`src/rtl/wb_trace_pkg.sv`:
```
// Shared types for the writeback trace checker.
// Holds the checker state enum, error codes and the golden-trace entry layout.
package wb_trace_pkg;

    typedef enum logic [1:0] {
        ST_RUN  = 2'd0,
        ST_FAIL = 2'd1,
        ST_DONE = 2'd2
    } state_e;

    localparam logic [1:0] ERR_NONE      = 2'd0;
    localparam logic [1:0] ERR_MISMATCH  = 2'd1;
    localparam logic [1:0] ERR_UNDERFLOW = 2'd2;
    localparam logic [1:0] ERR_TIMEOUT   = 2'd3;

    // 69-bit golden commit record
    typedef struct packed {
        logic [31:0] pc;
        logic [4:0]  wnum;
        logic [31:0] wdata;
    } trace_entry_t;

    // Expand per-byte write enables into a 32-bit data mask
    function automatic logic [31:0] wen_mask(input logic [3:0] wen);
        return {{8{wen[3]}}, {8{wen[2]}}, {8{wen[1]}}, {8{wen[0]}}};
    endfunction

endpackage

```
`src/rtl/wb_trace_checker_fifo.sv`:
```
// Synchronous FIFO holding golden-trace entries for wb_trace_checker.
// DEPTH must be a power of two so the pointers wrap naturally.
module trace_fifo
    import wb_trace_pkg::*;
#(
    parameter int unsigned DEPTH = 4
) (
    input  logic         clk_i,
    input  logic         rst_ni,
    input  logic         push_i,
    input  logic         pop_i,
    input  trace_entry_t data_i,
    output trace_entry_t data_o,
    output logic         full_o,
    output logic         empty_o
);

    localparam int unsigned AW = $clog2(DEPTH);
    localparam logic [AW:0] DEPTH_C = (AW+1)'(DEPTH);

    trace_entry_t  mem_q [DEPTH];
    logic [AW-1:0] wptr_q, wptr_d;
    logic [AW-1:0] rptr_q, rptr_d;
    logic [AW:0]   cnt_q, cnt_d;
    logic          do_push, do_pop;

    assign full_o  = (cnt_q == DEPTH_C);
    assign empty_o = (cnt_q == '0);
    assign do_push = push_i && !full_o;
    assign do_pop  = pop_i && !empty_o;
    assign data_o  = mem_q[rptr_q];

    // Pointer and occupancy next-state
    always_comb begin
        wptr_d = wptr_q;
        rptr_d = rptr_q;
        cnt_d  = cnt_q;
        if (do_push) wptr_d = wptr_q + AW'(1);
        if (do_pop)  rptr_d = rptr_q + AW'(1);
        if (do_push && !do_pop) cnt_d = cnt_q + (AW+1)'(1);
        if (!do_push && do_pop) cnt_d = cnt_q - (AW+1)'(1);
    end

    // Pointer/count registers with synchronous reset
    always_ff @(posedge clk_i) begin
        if (!rst_ni) begin
            wptr_q <= '0;
            rptr_q <= '0;
            cnt_q  <= '0;
        end else begin
            wptr_q <= wptr_d;
            rptr_q <= rptr_d;
            cnt_q  <= cnt_d;
        end
    end

    // Storage array, written on accepted push
    always_ff @(posedge clk_i) begin
        if (do_push) mem_q[wptr_q] <= data_i;
    end

endmodule

```
`config.mk`:
```
export PLATFORM = sky130hd
export DESIGN_NAME = trace_fifo
export DESIGN_NICKNAME = d
export VERILOG_FILES = /design/src/rtl/wb_trace_pkg.sv /design/src/rtl/wb_trace_checker_fifo.sv
export SDC_FILE = /design/constraint.sdc
export NUM_CORES = 1
export LEC_CHECK = 0
export BUFFER_PORTS_ARGS = -buffer_cell sky130_fd_sc_hd__buf_4
export CORE_ASPECT_RATIO = 1.5
export CORE_MARGIN = 5
export CORE_UTILIZATION = 54
export CTS_CLUSTER_DIAMETER = 120
export DETAILED_ROUTE_END_ITERATION = 8
export PLACE_DENSITY = 0.76
export SYNTH_ARGS = -nofsm -noshare
export SYNTH_HDL_FRONTEND = slang
export SYNTH_SLANG_ARGS = --single-unit
```
`constraint.sdc`:
```
create_clock -name clk_i -period 7.81 [get_ports clk_i]
set_input_delay 1.562 -clock clk_i [delete_from_list [all_inputs] [get_ports clk_i]]
set_output_delay 1.562 -clock clk_i [all_outputs]
set_load 0.02 [all_outputs]
```
==> flow_metrics.py, run 1 <==
metrics = {
    "clock_network": {
        "clkSinkCount": 285,
        "cts-root-buf": "clkbuf_16",
        "h-tree-depth": 1,
        "cts-buffers-inserted": 26,
        "ctsHoldBuffers": 0,
        "post_cts_resized": 0,
        "clockBufferDepth": 3,
        "insertion_delay_ns": 0.51,
        "cts_tree": "built",
        "post_cts_buffers": 0,
        "clk_pin_slew_ns": 0.06,
    },
    "logic_synthesis": {
        "muxShareOfSynthArea": 0.151,
        "ys.warnings.count": 0,
        "synth_xor_area_frac": 0.00168,
        "synthSimpleGateAreaFrac": 0.0109,
        "synth_top_family_by_area": "multiplexers",
        "ys_ff_latch": 285,
        "syn_inst": 415,
        "ys_types": 24,
        "synth_compound_area_frac": 0.00383,
        "syn-cell-area_sq_mm": 0.0104,
        "syn_nets": 494,
        "syn_avg_cell_area_sq_um": 25.2,
        "synth_seq_area_share": 0.810,
        "synthAdderAreaFrac": 0.00790,
    },
    "floorplan": {
        "pin_count": 144,
        "core_sq_mm": 0.0191,
        "die_h_um": 180,
        "die-area_sq_mm": 0.0223,
        "start_util": 0.548,
        "rows": 62,
        "chipWidth_um": 124,
    },
    "power_and_ir_drop": {
        "combPwrFrac": 0.245,
        "p_int_w": 0.00295,
        "leakagePower_nw": 4.16,
        "netSwitchingPower_w": 0.00110,
        "p_sw_frac": 0.272,
        "ir_worst_vdd_mv": 0.222,
        "seq_power_share": 0.477,
        "p_per_area_mw_per_mm2": 325,
        "total_power_w": 0.00406,
        "p_clk_frac": 0.278,
    },
    "timing": {
        "drv_slew": 0,
        "clock_skew_ns": 0.00621,
        "setup-violations-final": 0,
        "tightest_slew_ns": 1.10,
        "fin_tns_setup_ns": 0,
        "max_freq_ghz": 0.227,
        "grt_setup_unrepaired": "no",
        "period_share": 0.565,
        "relSlewSlack": 0.265,
        "fin_crit_ns": 4.41,
        "hold_viol_final": 0,
    },
    "worst_setup_path": {
        "worstPathRequired_ns": 6.25,
        "setup.worst_path.end_class": "output port",
        "reg2reg_depth": 9,
        "cp.arrival_ns": 2.85,
        "rr_startpoint": "cnt_q[2]",
        "worstSetupEndpoint": "data_o[8]",
        "rr_endpoint": "cnt_q[2]",
        "ff2ff_setup_slack_ns": 5.48,
        "worstSetupPathType": "register to output port",
        "path_max_fanout": 43,
        "cp-start-kind": "register",
    },
    "status": {
        "status": "complete, no violations",
    },
    "layout": {
        "final_util": 0.655,
        "nets": 648,
        "nFillCells": 1289,
        "antenna_cells": 0,
        "syn2layout_area_growth_pct": 19.6,
        "drive_gt1_frac": 0.425,
    },
    "global_route": {
        "grt_pass1_wl_mm": 29.1,
        "grt_max_degree": 70,
        "grt_pass1_vias": 5187,
        "grt_usage": 0.172,
        "grt_overflow": 0,
        "antenna_found_initial": 0,
    },
    "min_path": {
        "hold_path.class": "register to register",
    },
    "drt": {
        "ant_nets": 0,
        "vias_per_cell": 5.55,
        "drtPass1Iterations": 4,
        "drt-total-wl_mm": 18.8,
        "wl_per_cell_um": 22.2,
        "drc_errors": 0,
        "drtIter0Drc": 359,
        "num_vias": 4682,
    },
    "placement": {
        "port_buffers": 143,
        "gp_congestion": 0.732,
        "dp_hpwl_mm": 11.0,
    },
    "run": {
        "drv_cap": 0,
    },
}
==> stage by stage <==
step	cells	instance area, sq um	setup WS (ns)	hold WS, ns
floorplan	415	10400	3.82	0.461
global placement	797	11700	3.82	0.474
detailed placement	797	11700	3.82	0.501
CTS	844	12500	3.26	0.506
global route	844	12500	3.09	0.549
finish	844	12500	3.40	0.509
==> placed cells by master, fill, tap and decap left out, types with 2 or more instances in the layout <==
cell and n:
dfxtp_4 2, clkbuf_1 8, ha_1 5, nand2_1 7, mux2i_1 2, mux4_2 69, o21ai_0 5, and2_4 4
edfxtp_1 276, buf_4 144, clkinv_1 8, inv_1 6, a21boi_0 2, and2_1 2, dfxtp_1 7, or3_1 2
clkbuf_16 27, clkinv_2 4
==> critical path: stages, from the launching register on <==
cell,delay [ns]
dfxtp_4,0.69
buf_4,0.78
mux4_2,0.63
buf_4,0.18
==> cells in the mapped netlist, drive strengths merged <==
| master | number | share of area |
|---|---|---|
| inv | 6 | 0.0022 |
| nand2 | 7 | 0.0025 |
| edfxtp | 276 | 0.79 |
| nor3b | 1 | 0.00072 |
| and2 | 6 | 0.0036 |
| nor2b | 1 | 0.00060 |
| nor3 | 1 | 0.00048 |
| buf | 11 | 0.0099 |
| clkbuf | 7 | 0.0025 |
| a21boi | 2 | 0.0014 |
| o21ai | 5 | 0.0024 |
| dfxtp | 9 | 0.017 |
| xnor2 | 1 | 0.00084 |
| mux4 | 69 | 0.15 |
| and2b | 1 | 0.00072 |
| xor2 | 1 | 0.00084 |
| fa | 1 | 0.0019 |
| ha | 5 | 0.0060 |
| or4bb | 1 | 0.0011 |
| or3 | 2 | 0.0012 |
| mux2i | 2 | 0.0019 |
==> sequential cells by signal, summed over array words and instances (netlist names), named ones only <==
signal  cells
mem_q     276
cnt_q       3
rptr_q      2
wptr_q      2
==> layer usage <==
metal | vias up | track usage | wire length, um | share of wire
met3 | 38 | 0.0292 | 931 | 0.050
met4 | 0 | 0.0506 | 505 | 0.027
met2 | 133 | 0.311 | 10400 | 0.56
met1 | 2449 | 0.211 | 6890 | 0.37
met5 | - | 0 | 0 | 0
li1 | 2062 | - | - | -
==> kinds of logic after synthesis <==
logic type / Yosys count
buf+inv: 24
fa+ha+maj: 6
xor+xnor: 2
simple gates: 20
flops: 285
compound gates: 7
mux: 71
==> worst min-delay path by stage <==
stage,startpoint,endpoint,slack [ns],cells after the start
6_report,rptr_q[0],rptr_q[0],0.51,2
5_1_grt,cnt_q[2],cnt_q[2],0.55,2
4_1_cts,rptr_q[0],rptr_q[0],0.51,2
3_5_place_dp,rptr_q[0],rptr_q[0],0.50,2
3_3_place_gp,rptr_q[1],register,0.47,2
2_1_floorplan,rptr_q[0],register,0.46,2
==> power groups by stage <==
stage | Combinational, W | Clock, W | Sequential [W]
2_1_floorplan | 0.000702 | 0 | 0.00191
3_3_place_gp | 0.000996 | 0 | 0.00196
3_5_place_dp | 0.00101 | 0 | 0.00197
4_1_cts | 0.00101 | 0.00116 | 0.00194
5_1_grt | 0.00105 | 0.00123 | 0.00195
6_report | 0.000993 | 0.00113 | 0.00193
==> layout make-up <==
class | instances | area, sq um | share of cell area
clock inverters | 12 | 50.0 | 0.00401
well taps | 256 | 320 | 0.0256
inverters | 6 | 22.5 | 0.00180
multi-input cells | 106 | 1840 | 0.147
flip-flops and latches | 285 | 8480 | 0.678
repair buffers | 144 | 1080 | 0.0865
clock buffers | 35 | 706 | 0.0565
(Power assumes the default switching activity.)
==> inputs of run 2 (changes only) <==
- ABC_AREA: not set -> 1
- CORE_UTILIZATION: 54 -> 51
- PLACE_DENSITY: 0.76 -> 0.75
- clock period: 7.81 -> 3.7 ns (I/O delays scaled with it)
==> flow_metrics.py, run 2 <==
metrics = {
    "worst_setup_path": {
        "cp.arrival_ns": 2.29,
        "setup.worst_path.end_class": "output port",
        "reg2reg_depth": 12,
        "path_max_fanout": 72,
        "crit_buf_inv": 3,
        "crit_slowest_cell": "inv_4",
        "crit_chain": "inv_4 > buf_4 > nor2_1 > o22ai_1 > buf_4",
        "ff2ff_setup_slack_ns": 1.53,
        "worstSetupPathType": "register to output port",
        "cp_slowest_stage_delay_ns": 0.50,
        "worstPathRequired_ns": 2.96,
        "path_delay_family": "buffers and inverters",
        "rr_endpoint": "cnt_q[2]",
        "rr_startpoint": "cnt_q[1]",
        "cp-start-kind": "register",
        "cpMostUsedCell": "buf_4",
    },
    "layout": {
        "antenna_cells": 0,
        "drive_gt1_frac": 0.225,
        "top_register": "mem_q",
        "nFillCells": 1546,
        "largest_reg_flops": 276,
        "syn2layout_area_growth_pct": 20.0,
        "top_regs": "mem_q: 276 flops, cnt_q: 3 flops",
        "layout_commonest_cell": "edfxtp_1",
        "nets": 958,
        "final_cell_mix": "276 x edfxtp_1, 155 x buf_4, 144 x nor2_1",
    },
    "run": {
        "drv_cap": 0,
    },
    "global_route": {
        "grt_pass1_vias": 6545,
        "grt_max_degree": 139,
        "grt_pass1_wl_mm": 35.0,
        "antenna_found_initial": 1,
        "grt_usage": 0.186,
        "grt_overflow": 0,
    },
    "drt": {
        "vias_per_cell": 5.53,
        "drtIter0Drc": 458,
        "drc_errors": 0,
        "drtPass1Iterations": 4,
        "wl_per_cell_um": 19.1,
        "drt-total-wl_mm": 22.3,
        "num_vias": 6449,
        "ant_nets": 0,
    },
    "status": {
        "status": "complete, no violations",
    },
    "timing": {
        "grt_setup_unrepaired": "no",
        "tightest_slew_ns": 0.781,
        "relSlewSlack": 0.480,
        "setup-violations-final": 0,
        "drv_slew": 0,
        "max_freq_ghz": 0.330,
        "fin_crit_ns": 3.03,
        "finalWorstSetupSlack_ns": 0.674,
        "clock_skew_ns": 0.00838,
        "hold_viol_final": 0,
        "whs_ns": 0.418,
        "period_share": 0.818,
        "fin_tns_setup_ns": 0,
    },
    "logic_synthesis": {
        "synthArstFlopShare": 0,
        "synth-edff-count": 276,
        "syn_nets": 816,
        "syn-cell-area_sq_mm": 0.0107,
        "ys_top_cells_by_count": "276 x edfxtp_1, 148 x nor2_1, 88 x o21ai_0",
        "synth.largest_area_cell": "edfxtp_1",
        "syn_avg_cell_area_sq_um": 14.5,
        "ys.warnings.count": 0,
        "ys_ff_latch": 285,
        "yosysMostFrequentCell": "edfxtp_1",
        "synth_flop_cell": "edfxtp_1",
        "syn_inst": 737,
        "synth_area_leaders": "edfxtp_1 77%, nor2_1 5.2%, o21ai_0 4.1%",
        "synth_top_area_share": 0.773,
        "ys_types": 20,
        "synth_seq_area_share": 0.790,
    },
    "min_path": {
        "worstHoldStart": "data_i[25]",
        "whs_endpoint": "mem_q[2][25]",
        "hold_path.class": "input port to register",
        "min_path_cells": 1,
    },
    "floorplan": {
        "pin_count": 144,
        "start_util": 0.513,
        "die-area_sq_mm": 0.0241,
        "chipWidth_um": 128,
        "rows": 65,
        "die_h_um": 188,
        "core_sq_mm": 0.0209,
    },
    "clock_network": {
        "post_cts_resized": 0,
        "ctsHoldBuffers": 0,
        "cts-buffers-inserted": 26,
        "clkSinkCount": 285,
        "insertion_delay_ns": 0.52,
        "cts-root-buf": "clkbuf_16",
        "h-tree-depth": 1,
        "clockBufferDepth": 3,
        "post_cts_buffers": 0,
        "cts_tree": "built",
        "clk_pin_slew_ns": 0.06,
    },
    "placement": {
        "gp_congestion": 0.748,
        "port_buffers": 143,
        "dp_hpwl_mm": 13.3,
        "place_ws_ns": 1.19,
    },
    "power_and_ir_drop": {
        "p_per_area_mw_per_mm2": 699,
        "leakagePower_nw": 4.55,
        "ir_worst_vdd_mv": 0.593,
        "total_power_w": 0.00900,
    },
}
run 2: per-stage QoR:
stage | cell area, sq um | utilization | std cells
2_1_floorplan | 10700 | - | 737
3_3_place_gp | 12000 | 0.575 | 1119
3_5_place_dp | 12000 | 0.575 | 1119
4_1_cts | 12900 | 0.616 | 1166
5_1_grt | 12900 | 0.616 | 1166
6_report | 12900 | 0.616 | 1166
run 2: cell type report:
class / count / area (sq um) / area share
Inverter: 20 / 77.6 / 0.00603
Timing Repair Buffer: 158 / 1220 / 0.0951
Sequential cell: 285 / 8470 / 0.658
Clock buffer: 38 / 737 / 0.0573
Clock inverter: 9 / 118 / 0.00914
Multi-Input combinational cell: 388 / 1910 / 0.148
Tap cell: 268 / 335 / 0.0261
run 2: layer usage:
layer  vias to the layer above  global-route usage  part of all wire
li1                       3040                   -                 -
met1                      3172               0.239              0.39
met2                       193               0.319              0.52
met3                        42              0.0325             0.062
met4                         2              0.0600             0.024
met5                         -                   0           0.00058
run 2: worst reg2reg max path: cells and delay by family (launching register included):
family | cells | cell delay, ns
buf+inv | 2 | 0.14
fa+ha+maj | 2 | 0.66
simple gates | 8 | 0.96
flops | 1 | 0.32
run 2: worst max path at each step:
stage,start,to,slack (ns),cells past startpoint
floorplan,push_i,mem_q[0][0],-0.57,2
global placement,register,data_o[31],1.20,5
detailed placement,register,data_o[31],1.19,5
CTS,register,data_o[31],0.63,5
global route,register,data_o[23],0.51,5
finish,register,data_o[27],0.67,5
run 2: report_power, final:
group	internal, W	total (W)	leakage (nW)	switching, W
logic	0.000854	0.00246	1.52	0.00161
clock network	0.00159	0.00264	0.419	0.00105
registers	0.00384	0.00390	2.61	0.0000672
total	0.00627	0.00900	4.55	0.00273
run 2: kinds of logic (layout without fill, tap and decap cells):
group | Yosys count | after routing | synth area share
flops | 285 | 285 | 0.790
compound gates | 214 | 214 | 0.108
buf+inv | 64 | 225 | 0.0351
simple gates | 168 | 168 | 0.0594
fa+ha+maj | 6 | 6 | 0.00770
